**config.mk**
```make
export PLATFORM = sky130hd
export DESIGN_NAME = panda_risc_v_tohost_mon
export DESIGN_NICKNAME = d
export VERILOG_FILES = /design/src/rtl/panda_risc_v_tohost_mon.sv
export SDC_FILE = /design/constraint.sdc
export NUM_CORES = 1
export LEC_CHECK = 0
export ABC_AREA = 1
export CELL_PAD_IN_SITES_DETAIL_PLACEMENT = 1
export CELL_PAD_IN_SITES_GLOBAL_PLACEMENT = 2
export CORE_UTILIZATION = 28
export CTS_BUF_LIST = sky130_fd_sc_hd__clkbuf_8 sky130_fd_sc_hd__clkbuf_16
export DETAILED_ROUTE_END_ITERATION = 8
export PLACE_DENSITY = 0.79
export SYNTH_ARGS = -nofsm -noshare
export SYNTH_HDL_FRONTEND = slang
export SYNTH_SLANG_ARGS = --single-unit
```
**constraint.sdc**
```tcl
create_clock -name clk -period 4.55 [get_ports clk]
set_input_delay 0.455 -clock clk [delete_from_list [all_inputs] [get_ports clk]]
set_output_delay 0.455 -clock clk [all_outputs]
set_load 0.01 [all_outputs]
```
**src/rtl/panda_risc_v_tohost_mon.sv**
```systemverilog
`default_nettype none
// ==========================================================================
// panda_risc_v_tohost_mon: passive riscv-tests tohost completion monitor
// snooping AXI AW/W. Optional perf snapshot macro: TOHOST_MON_PERF_EN.
// Revision: 1.0
// ==========================================================================
module panda_risc_v_tohost_mon #(
    parameter int          TOHOST_CHN_N = 1,
    parameter logic [31:0] TOHOST_ADDR0 = 32'h3000,
    parameter logic [31:0] TOHOST_ADDR1 = 32'h3000,
    parameter logic [31:0] TOHOST_ADDR2 = 32'h3000,
    parameter logic [31:0] TOHOST_ADDR3 = 32'h3000,
    parameter int          DATA_WIDTH   = 32,
    parameter int          PEND_DEPTH   = 4,
    parameter int          TIMEOUT_TH   = 0,
    parameter int          SIM_DELAY    = 1
) (
    input  logic                    clk,
    input  logic                    rst_n,
    input  logic [31:0]             s_awaddr,
    input  logic                    s_awvalid,
    input  logic                    s_awready,
    input  logic [DATA_WIDTH-1:0]   s_wdata,
    input  logic [DATA_WIDTH/8-1:0] s_wstrb,
    input  logic                    s_wvalid,
    input  logic                    s_wready,
    input  logic [31:0]             mcycle_i,
    input  logic [31:0]             minstret_i,
    output logic                    test_done,
    output logic                    test_pass,
    output logic                    test_timeout,
    output logic [30:0]             fail_testnum,
    output logic [1:0]              hit_chn,
    output logic                    snoop_ovf,
    output logic [31:0]             done_mcycle,
    output logic [31:0]             done_minstret
);

    localparam int PTR_W = $clog2(PEND_DEPTH);
    localparam int CNT_W = PTR_W + 1;
    localparam int WD_W  = (TIMEOUT_TH == 0) ? 1 : $clog2(TIMEOUT_TH + 1);
    localparam logic [3:0][31:0] TOHOST_ADDRS =
        {TOHOST_ADDR3, TOHOST_ADDR2, TOHOST_ADDR1, TOHOST_ADDR0};

    typedef enum logic [0:0] {ST_RUN = 1'b0, ST_DONE = 1'b1} state_t;

    state_t           state, state_nxt;
    logic [3:0]       addr_match;
    logic             aw_hit;
    logic [1:0]       aw_chn;
    logic [31:0]      w_masked;
    logic [2:0]       aw_mem [PEND_DEPTH];
    logic [31:0]      w_mem  [PEND_DEPTH];
    logic [PTR_W-1:0] aw_wp, aw_rp, w_wp, w_rp;
    logic [CNT_W-1:0] aw_cnt, w_cnt;
    logic             aw_hs, w_hs, aw_full, w_full, aw_push, w_push, pop, drop;
    logic [2:0]       head_aw;
    logic [31:0]      head_data;
    logic             pair_hit, wd_expire, finish;
    logic             pass_nxt, tmo_nxt;
    logic [30:0]      tnum_nxt;
    logic [1:0]       chn_nxt;
    logic             unused_bits;

    for (genvar i = 0; i < 4; i++) begin : g_cmp
        if (i < TOHOST_CHN_N) begin : g_on
            assign addr_match[i] = (s_awaddr == TOHOST_ADDRS[i]);
        end else begin : g_off
            assign addr_match[i] = 1'b0;
        end
    end

    assign aw_hit = |addr_match;

    // Descending scan so the lowest matching comparator index wins.
    always_comb begin
        aw_chn = 2'd0;
        for (int i = 3; i >= 0; i--) begin
            if (addr_match[i]) aw_chn = 2'(i);
        end
    end

    always_comb begin
        w_masked = 32'd0;
        for (int b = 0; b < 4; b++) begin
            if (s_wstrb[b]) w_masked[b*8 +: 8] = s_wdata[b*8 +: 8];
        end
    end

    assign aw_hs   = s_awvalid & s_awready;
    assign w_hs    = s_wvalid & s_wready;
    assign pop     = (aw_cnt != '0) && (w_cnt != '0);
    assign aw_full = (aw_cnt == CNT_W'(PEND_DEPTH));
    assign w_full  = (w_cnt == CNT_W'(PEND_DEPTH));
    // A same-cycle pop frees the slot, so a push into a full FIFO is still accepted.
    assign aw_push = aw_hs && (!aw_full || pop);
    assign w_push  = w_hs && (!w_full || pop);
    assign drop    = (aw_hs && aw_full && !pop) || (w_hs && w_full && !pop);

    always_ff @(posedge clk) begin
        if (!rst_n) begin
            aw_wp     <= '0;
            aw_rp     <= '0;
            w_wp      <= '0;
            w_rp      <= '0;
            aw_cnt    <= '0;
            w_cnt     <= '0;
            snoop_ovf <= 1'b0;
            for (int i = 0; i < PEND_DEPTH; i++) begin
                aw_mem[i] <= '0;
                w_mem[i]  <= '0;
            end
        end else begin
            if (aw_push) begin
                aw_mem[aw_wp] <= {aw_hit, aw_chn};
                aw_wp         <= aw_wp + 1'b1;
            end
            if (w_push) begin
                w_mem[w_wp] <= w_masked;
                w_wp        <= w_wp + 1'b1;
            end
            if (pop) begin
                aw_rp <= aw_rp + 1'b1;
                w_rp  <= w_rp + 1'b1;
            end
            aw_cnt <= aw_cnt + CNT_W'(aw_push) - CNT_W'(pop);
            w_cnt  <= w_cnt + CNT_W'(w_push) - CNT_W'(pop);
            if (drop) snoop_ovf <= 1'b1;
        end
    end

    assign head_aw   = aw_mem[aw_rp];
    assign head_data = w_mem[w_rp];
    assign pair_hit  = pop && head_aw[2] && (head_data != 32'd0);

    if (TIMEOUT_TH != 0) begin : g_wd
        logic [WD_W-1:0] wd_cnt;
        always_ff @(posedge clk) begin
            if (!rst_n) begin
                wd_cnt <= '0;
            end else if ((state == ST_RUN) && (wd_cnt != {WD_W{1'b1}})) begin
                wd_cnt <= wd_cnt + 1'b1;
            end
        end
        assign wd_expire = (state == ST_RUN) && (wd_cnt == WD_W'(TIMEOUT_TH - 1));
    end else begin : g_no_wd
        assign wd_expire = 1'b0;
    end

    always_ff @(posedge clk) begin
        if (!rst_n) begin
            state        <= ST_RUN;
            test_done    <= 1'b0;
            test_pass    <= 1'b0;
            test_timeout <= 1'b0;
            fail_testnum <= '0;
            hit_chn      <= '0;
        end else begin
            state        <= state_nxt;
            test_done    <= test_done | finish;
            test_pass    <= pass_nxt;
            test_timeout <= tmo_nxt;
            fail_testnum <= tnum_nxt;
            hit_chn      <= chn_nxt;
        end
    end

    // A tohost hit takes precedence over a watchdog expiry in the same cycle.
    always_comb begin
        state_nxt = state;
        finish    = 1'b0;
        pass_nxt  = test_pass;
        tmo_nxt   = test_timeout;
        tnum_nxt  = fail_testnum;
        chn_nxt   = hit_chn;
        if (state == ST_RUN) begin
            if (pair_hit) begin
                state_nxt = ST_DONE;
                finish    = 1'b1;
                pass_nxt  = (head_data == 32'd1);
                tmo_nxt   = 1'b0;
                tnum_nxt  = (head_data == 32'd1) ? 31'd0 : head_data[31:1];
                chn_nxt   = head_aw[1:0];
            end else if (wd_expire) begin
                state_nxt = ST_DONE;
                finish    = 1'b1;
                pass_nxt  = 1'b0;
                tmo_nxt   = 1'b1;
                tnum_nxt  = 31'd0;
            end
        end
    end

`ifdef TOHOST_MON_PERF_EN
    always_ff @(posedge clk) begin
        if (!rst_n) begin
            done_mcycle   <= '0;
            done_minstret <= '0;
        end else if (finish) begin
            done_mcycle   <= mcycle_i;
            done_minstret <= minstret_i;
        end
    end
    assign unused_bits = ^{s_wdata, s_wstrb, (SIM_DELAY != 0)};
`else
    assign done_mcycle   = 32'd0;
    assign done_minstret = 32'd0;
    assign unused_bits   = ^{s_wdata, s_wstrb, mcycle_i, minstret_i, (SIM_DELAY != 0)};
`endif

endmodule
`default_nettype wire

```
# Word level (Yosys, flattened, before mapping)
# Memories as Yosys holds them, arrays and structs flattened. A register that Yosys moved wholly into a read port is not among the register bits.
# Cells that the tools add are included.
[classes]
add_sub_neg = 8
bitwise_logic = 4
n_eq_ne = 4
muxes = 25
n_reduce_logical = 21
[op_table]
columns = ["cell", "count"]
rows = [
  ["32-bit by 1-bit == test with 1-bit output, second input constant", 1],
  ["32-bit by 14-bit == test with 1-bit output, second input constant", 1],
  ["32-bit two-way mux", 1],
  ["8-bit two-way mux", 4],
  ["32-bit nonzero test", 1],
  ["32-bit OR reduction", 1],
  ["31-bit two-way mux", 1],
  ["1-bit two-way mux", 13],
  ["2-bit two-way mux", 6],
  ["1-bit logical AND", 9],
  ["2-bit by 1-bit adder with 2-bit output, second input constant", 4],
  ["3-bit by 1-bit adder with 3-bit output", 2],
  ["3-bit == test, second input constant", 2],
  ["3-bit nonzero test", 2],
  ["3-bit by 1-bit subtractor with 3-bit output", 2],
  ["1-bit logical NOT", 3],
  ["1-bit logical OR", 3],
  ["1-bit bitwise AND", 2],
  ["2-bit AND reduction", 1],
  ["1-bit inverter", 1],
  ["1-bit OR", 1],
  ["1-bit OR reduction", 1],
]
[word_totals]
ramBits = 132
output_inout_bits = 101
inputBits = 138
n_memories = 2
word_cells = 76
reg_bits = 51
[mem_list]
columns = ["memory", "depth", "width", "rd", "rd_ports_with_merged_regs", "wr", "line_no", "text"]
rows = [
  ["w_mem", 4, 32, 1, 1, 4, "53", "logic [31:0] w_mem [PEND_DEPTH];"],
  ["aw_mem", 4, 1, 1, 1, 4, "52", "logic [2:0] aw_mem [PEND_DEPTH];"],
]

# Logic depth before layout (Yosys ltp)
[logic_depth]
word_depth = 9
depth_mapped = 15
mapped_depth_nobuf = 13

# Least setup slack after synthesis
# No wires, ideal clock.
[synth_path]
path_kind = "register to register"
start = "register w_cnt[1]"
end = "memory w_mem[3][0], enable pin"
stages_incl_launch_ff = 7
path_buffers = 0
setup_slack_ns = 0.883
setup_ns = 0.468
period_less_slack_ns = 3.667
t_required_ns = 4.082
arrival_ns = 3.199
path_cell_list = "dfxtp_1 nor2_1 nand2_1 nand2_1 a21oi_1 nand2_1 o21ai_0"
[synth_rtl]
columns = ["element", "line_no", "text"]
rows = [
  ["start, declared", "55", "logic [CNT_W-1:0] aw_cnt, w_cnt;"],
  ["start signal, assigned", "127", "w_cnt <= w_cnt + CNT_W'(w_push) - CNT_W'(pop);"],
  ["end, declared", "53", ""],
]

==> impl_summary.md <==
Power and ir drop
Internal power comes to approximately 3.2 mW. Dividing total power by cell area gives a power density of 465 nW/um^2. VDD sags by at most between 300 and 400 uV. Combinational cells account for between 20% and 30% of the total power. The clock network accounts for a little under 30% of the total power. The net switching power figure is between 1.5 and 2 mW. The reported leakage power is around 4.5 nW. The net switching fraction of the power is approximately a third. Sequential cells account for 41.5% of the total power.

Run status
The run finished with clean final reports.

Place
The global placer's final weighted congestion is about 0.71. During placement, the flow inserted port buffers numbering 107. Summed over all nets, the half-perimeter wirelength after detailed placement is between 15000 and 20000 um. At the placement stage, the worst setup path has a slack of roughly 1400 ps. The area after detailed placement is a little over 10000 um^2.

Final layout
The post-route standard cell area excluding fillers is 10600 um^2. In the final layout, the share of cells above drive strength 1 is 4.96%. The filler cells instantiated in the layout total about 3.7k. The post-layout net count is between 1k and 1.5k. Compared with the post-synthesis result, the final layout area differs by 19.2%. The final antenna diode count is 0.

Run
The tool flagged a number of max-cap violations equal to 0.

Timing
After layout, the worst path uses around two thirds of the clock period. Setup violations remaining at the end of the flow were counted as 0. The slew of the pin with the lowest slew margin is 1180 ps. The count of endpoints failing hold in the final timing report is 0.

Across all setup checks in the final design, the least slack found is between 1500 and 2000 ps. The clock period could shrink to a little over 3000 ps. Setup repair after global routing left no endpoint under its margin. Clock skew on the completed layout was measured at approximately 18 ps.

The worst-case headroom to the max-slew limit is about a fifth. The number of slew-limit violations in the final report came to 0. The highest attainable clock frequency is between 300 and 400 MHz. Summed over all failing endpoints, the final setup total negative slack is 0 ps.

Floorplan
The core area is 31000 um^2. The number of placement rows is 64. From left edge to right edge, the die measures approximately 180 um. The vertical extent of the die is about 180 um.

The initial utilization of the core area, before any placement, comes to 28.8%. In this run the count of I/O pins placed on the die edge is around 240. The area of the die is 32600 um^2.

Critical path
The critical path launch point type is a flop. The slack of the worst reg-to-reg path is 1510 ps. The critical path required time is 4880 ps. At the worst endpoint, the arrival time is 3370 ps.

The worst register-to-register path ends at fail_testnum[22]. The path type of the worst setup path is flop to flop. In this run the worst path has a maximum fanout of 64. The endpoint kind of the worst setup timing path is a flop. The worst register-to-register path has a depth of 12.

Logic synthesis
The top cell type's share of synthesized area is 43.5%. The number of warnings printed during yosys synthesis is 0. Summing the areas of all xor and xnor instances in the mapped netlist gives less than 1% of the synthesized area. Summing the areas of all and, or, nand and nor instances in the mapped netlist gives between 20% and 30% of the synthesized area. The sequential cell area fraction in the yosys report is about 56%. Yosys attributes the largest share of cell area to edfxtp_1 43%, nand2_1 13%, dfxtp_1 13%, nor2_1 6.9%, buf_4 6.6%. By area, the combinational part of the netlist is dominated by simple AND/OR/NAND/NOR gates. In the synthesized netlist, the number of instances is between 1k and 1.5k. The cell taking the most area after synthesis is edfxtp_1. Counting flops and latches in the post-synthesis netlist gives around 190. Each instance of the synthesized netlist takes up on average about 8.5 um^2. The synthesized netlist devotes under 10% of its cell area to adder and majority cells. The mapped netlist covers just under 9000 um^2.

In the synthesized netlist, mux cells make up 0% of the area. The fraction of the mapped netlist area in compound gates is under 10%. The distinct cell type count of the synthesized netlist is 29.

Global route
The overall routing resource usage is roughly 14%. The initial antenna violation count is 0. The total congestion overflow is 0. The maximum number of pins on one net before global-route repair is 65. The global-route wire length before repair is approximately 36000 um. The via count of the first global-routing pass is 6495.

Hold path
The terminating pin of the worst hold path is w_cnt[1]. The worst hold path passes through 3 cells. The type of the worst min-delay path is input pin to flop.

The worst min-delay path startpoint is rst_n.

Drt
The detail-routed via count per cell is ~4.3. The detailed-route wire length per cell is 14.8 um. The total DRC errors in the routed layout is 0. Once detail routing completed, the nets flagged for antenna violations numbered 0. The routed via count is roughly 6.6k. The pre-antenna-repair detailed-routing pass consisted of 5 iterations.

The iteration-0 DRC count of the detailed router is about 270. The routed wire length is about 23000 um.

Clock network
The number of instances resized during post-cts repair is 0. The clock input transition at the sequential cells of the worst setup and hold paths is ~70 ps. The H-tree generated during clock tree synthesis spans 4 levels. The worst-case clock buffer depth is 2. The clock buffer count from CTS is 17. The clock tree from TritonCTS is yes. The clock latency of the later-clocked register in the worst-skew pair is 450 ps. The clock sink count is 185. The count of hold-fix buffers inserted at cts is 0. The number of setup buffers added after CTS is 0. The tree is rooted in a clkbuf_16.
-- sequential cells by signal, summed over array words and instances, names as in the netlist, named ones only --
name	flops
aw_cnt	3
aw_wp	2
w_rp	2
aw_rp	2
fail_testnum	31
test_done	1
test_pass	1
state	1
snoop_ovf	1
aw_mem	4
w_wp	2
w_mem	128
w_cnt	3
-- power by group through the flow --
stage               Combinational, mW  Clock, mW  Sequential, mW
floorplan                       0.981          0            2.10
global placement                 1.43          0            2.09
detailed placement               1.45          0            2.09
CTS                              1.46       1.49            2.06
global route                     1.63       1.54            2.08
finish                           1.43       1.46            2.05
-- cells in the final DEF, fill, tap and decap left out, types with 3 or more instances in the layout --
master / netlist / routed
nand2_1: 304 / 304
nor2_1: 164 / 164
edfxtp_1: 129 / 129
inv_1: 119 / 121
clkdlybuf4s50_1: 0 / 106
nand3_1: 72 / 72
conb_1: 1 / 67
dfxtp_1: 56 / 55
nand4_1: 26 / 26
clkbuf_16: 0 / 17
a21oi_1: 16 / 15
o21ai_0: 16 / 15
buf_4: 78 / 13
inv_6: 0 / 5
ha_1: 4 / 4
nor2_2: 3 / 3
nor4_1: 3 / 3
inv_8: 0 / 3
-- synthesized netlist by cell type, drive strengths merged --
| master | number |
|---|---|
| nand2 | 307 |
| nor2 | 167 |
| edfxtp | 129 |
| inv | 121 |
| buf | 103 |
| nand3 | 73 |
| dfxtp | 56 |
| nand4 | 26 |
| a21oi | 16 |
| o21ai | 16 |
| clkbuf | 9 |
| ha | 4 |
| nor4 | 3 |
| clkinv | 2 |
| fa | 2 |
| nor3 | 2 |
| nor3b | 2 |
| xor2 | 2 |
| conb | 1 |
| o21a | 1 |
| o22ai | 1 |
-- final cells by class --
class,instances,area [um^2],area share [%]
Multi-Input combinational cell,689,2920,27.5
Inverter,123,462,4.34
Clock buffer,17,425,4.00
Timing Repair Buffer,121,1180,11.1
Clock inverter,15,140,1.32
Tap cell,396,495,4.66
Sequential cell,185,5000,47.0
-- worst max path at each step --
stage               depth (start not counted)  slack, ps                to
CTS                                        12       1450  fail_testnum[10]
global route                               12       1160  fail_testnum[23]
global placement                           11       1410      w_mem[0][14]
floorplan                                   6        880       w_mem[3][0]
finish                                     12       1510  fail_testnum[22]
detailed placement                         11       1360      w_mem[0][10]
-- routing by layer --
| metal | share of wire [%] | vias to the layer above | wire (um) | track usage [%] |
|---|---|---|---|---|
| met5 | 0 | - | 0 | 0 |
| met4 | 1.3 | 0 | 300 | 4.68 |
| met3 | 3.5 | 20 | 791 | 1.88 |
| met2 | 47 | 150 | 10800 | 23.9 |
| met1 | 48 | 3067 | 11000 | 19.2 |
| li1 | - | 3345 | - | - |
-- worst max-delay path, stage by stage, from the launching register on --
cell     delay (ps)
dfxtp_2         330
inv_2           820
nand2_1         150
nand3_1         120
nand2_1         170
nand2_1         110
nor2_1           50
nand2_1          70
nor2_2           50
nand2_4         210
nand3_4         440
nor2_1          270
nor2_1           70
-- kinds of logic (layout without fill, tap and decap cells) --
logic type,Yosys count,count (layout)
flops,185,185
xor+xnor,2,2
simple gates,580,580
compound gates,34,34
fa+ha+maj,6,6
other cells,1,67
buf+inv,235,276
-- metrics by stage --
step / power (mW) / util [%] / std cells / hold WS [ps]
after CTS: 5.00 / 34.3 / 1546 / 387
after floorplan: 3.09 / - / 1109 / 422
after detailed placement: 3.54 / 32.5 / 1514 / 446
after global placement: 3.51 / 32.5 / 1514 / 437
final: 4.94 / 34.3 / 1546 / 393
after global routing: 5.25 / 34.3 / 1546 / 409
Power figures use the tool's default switching activity.
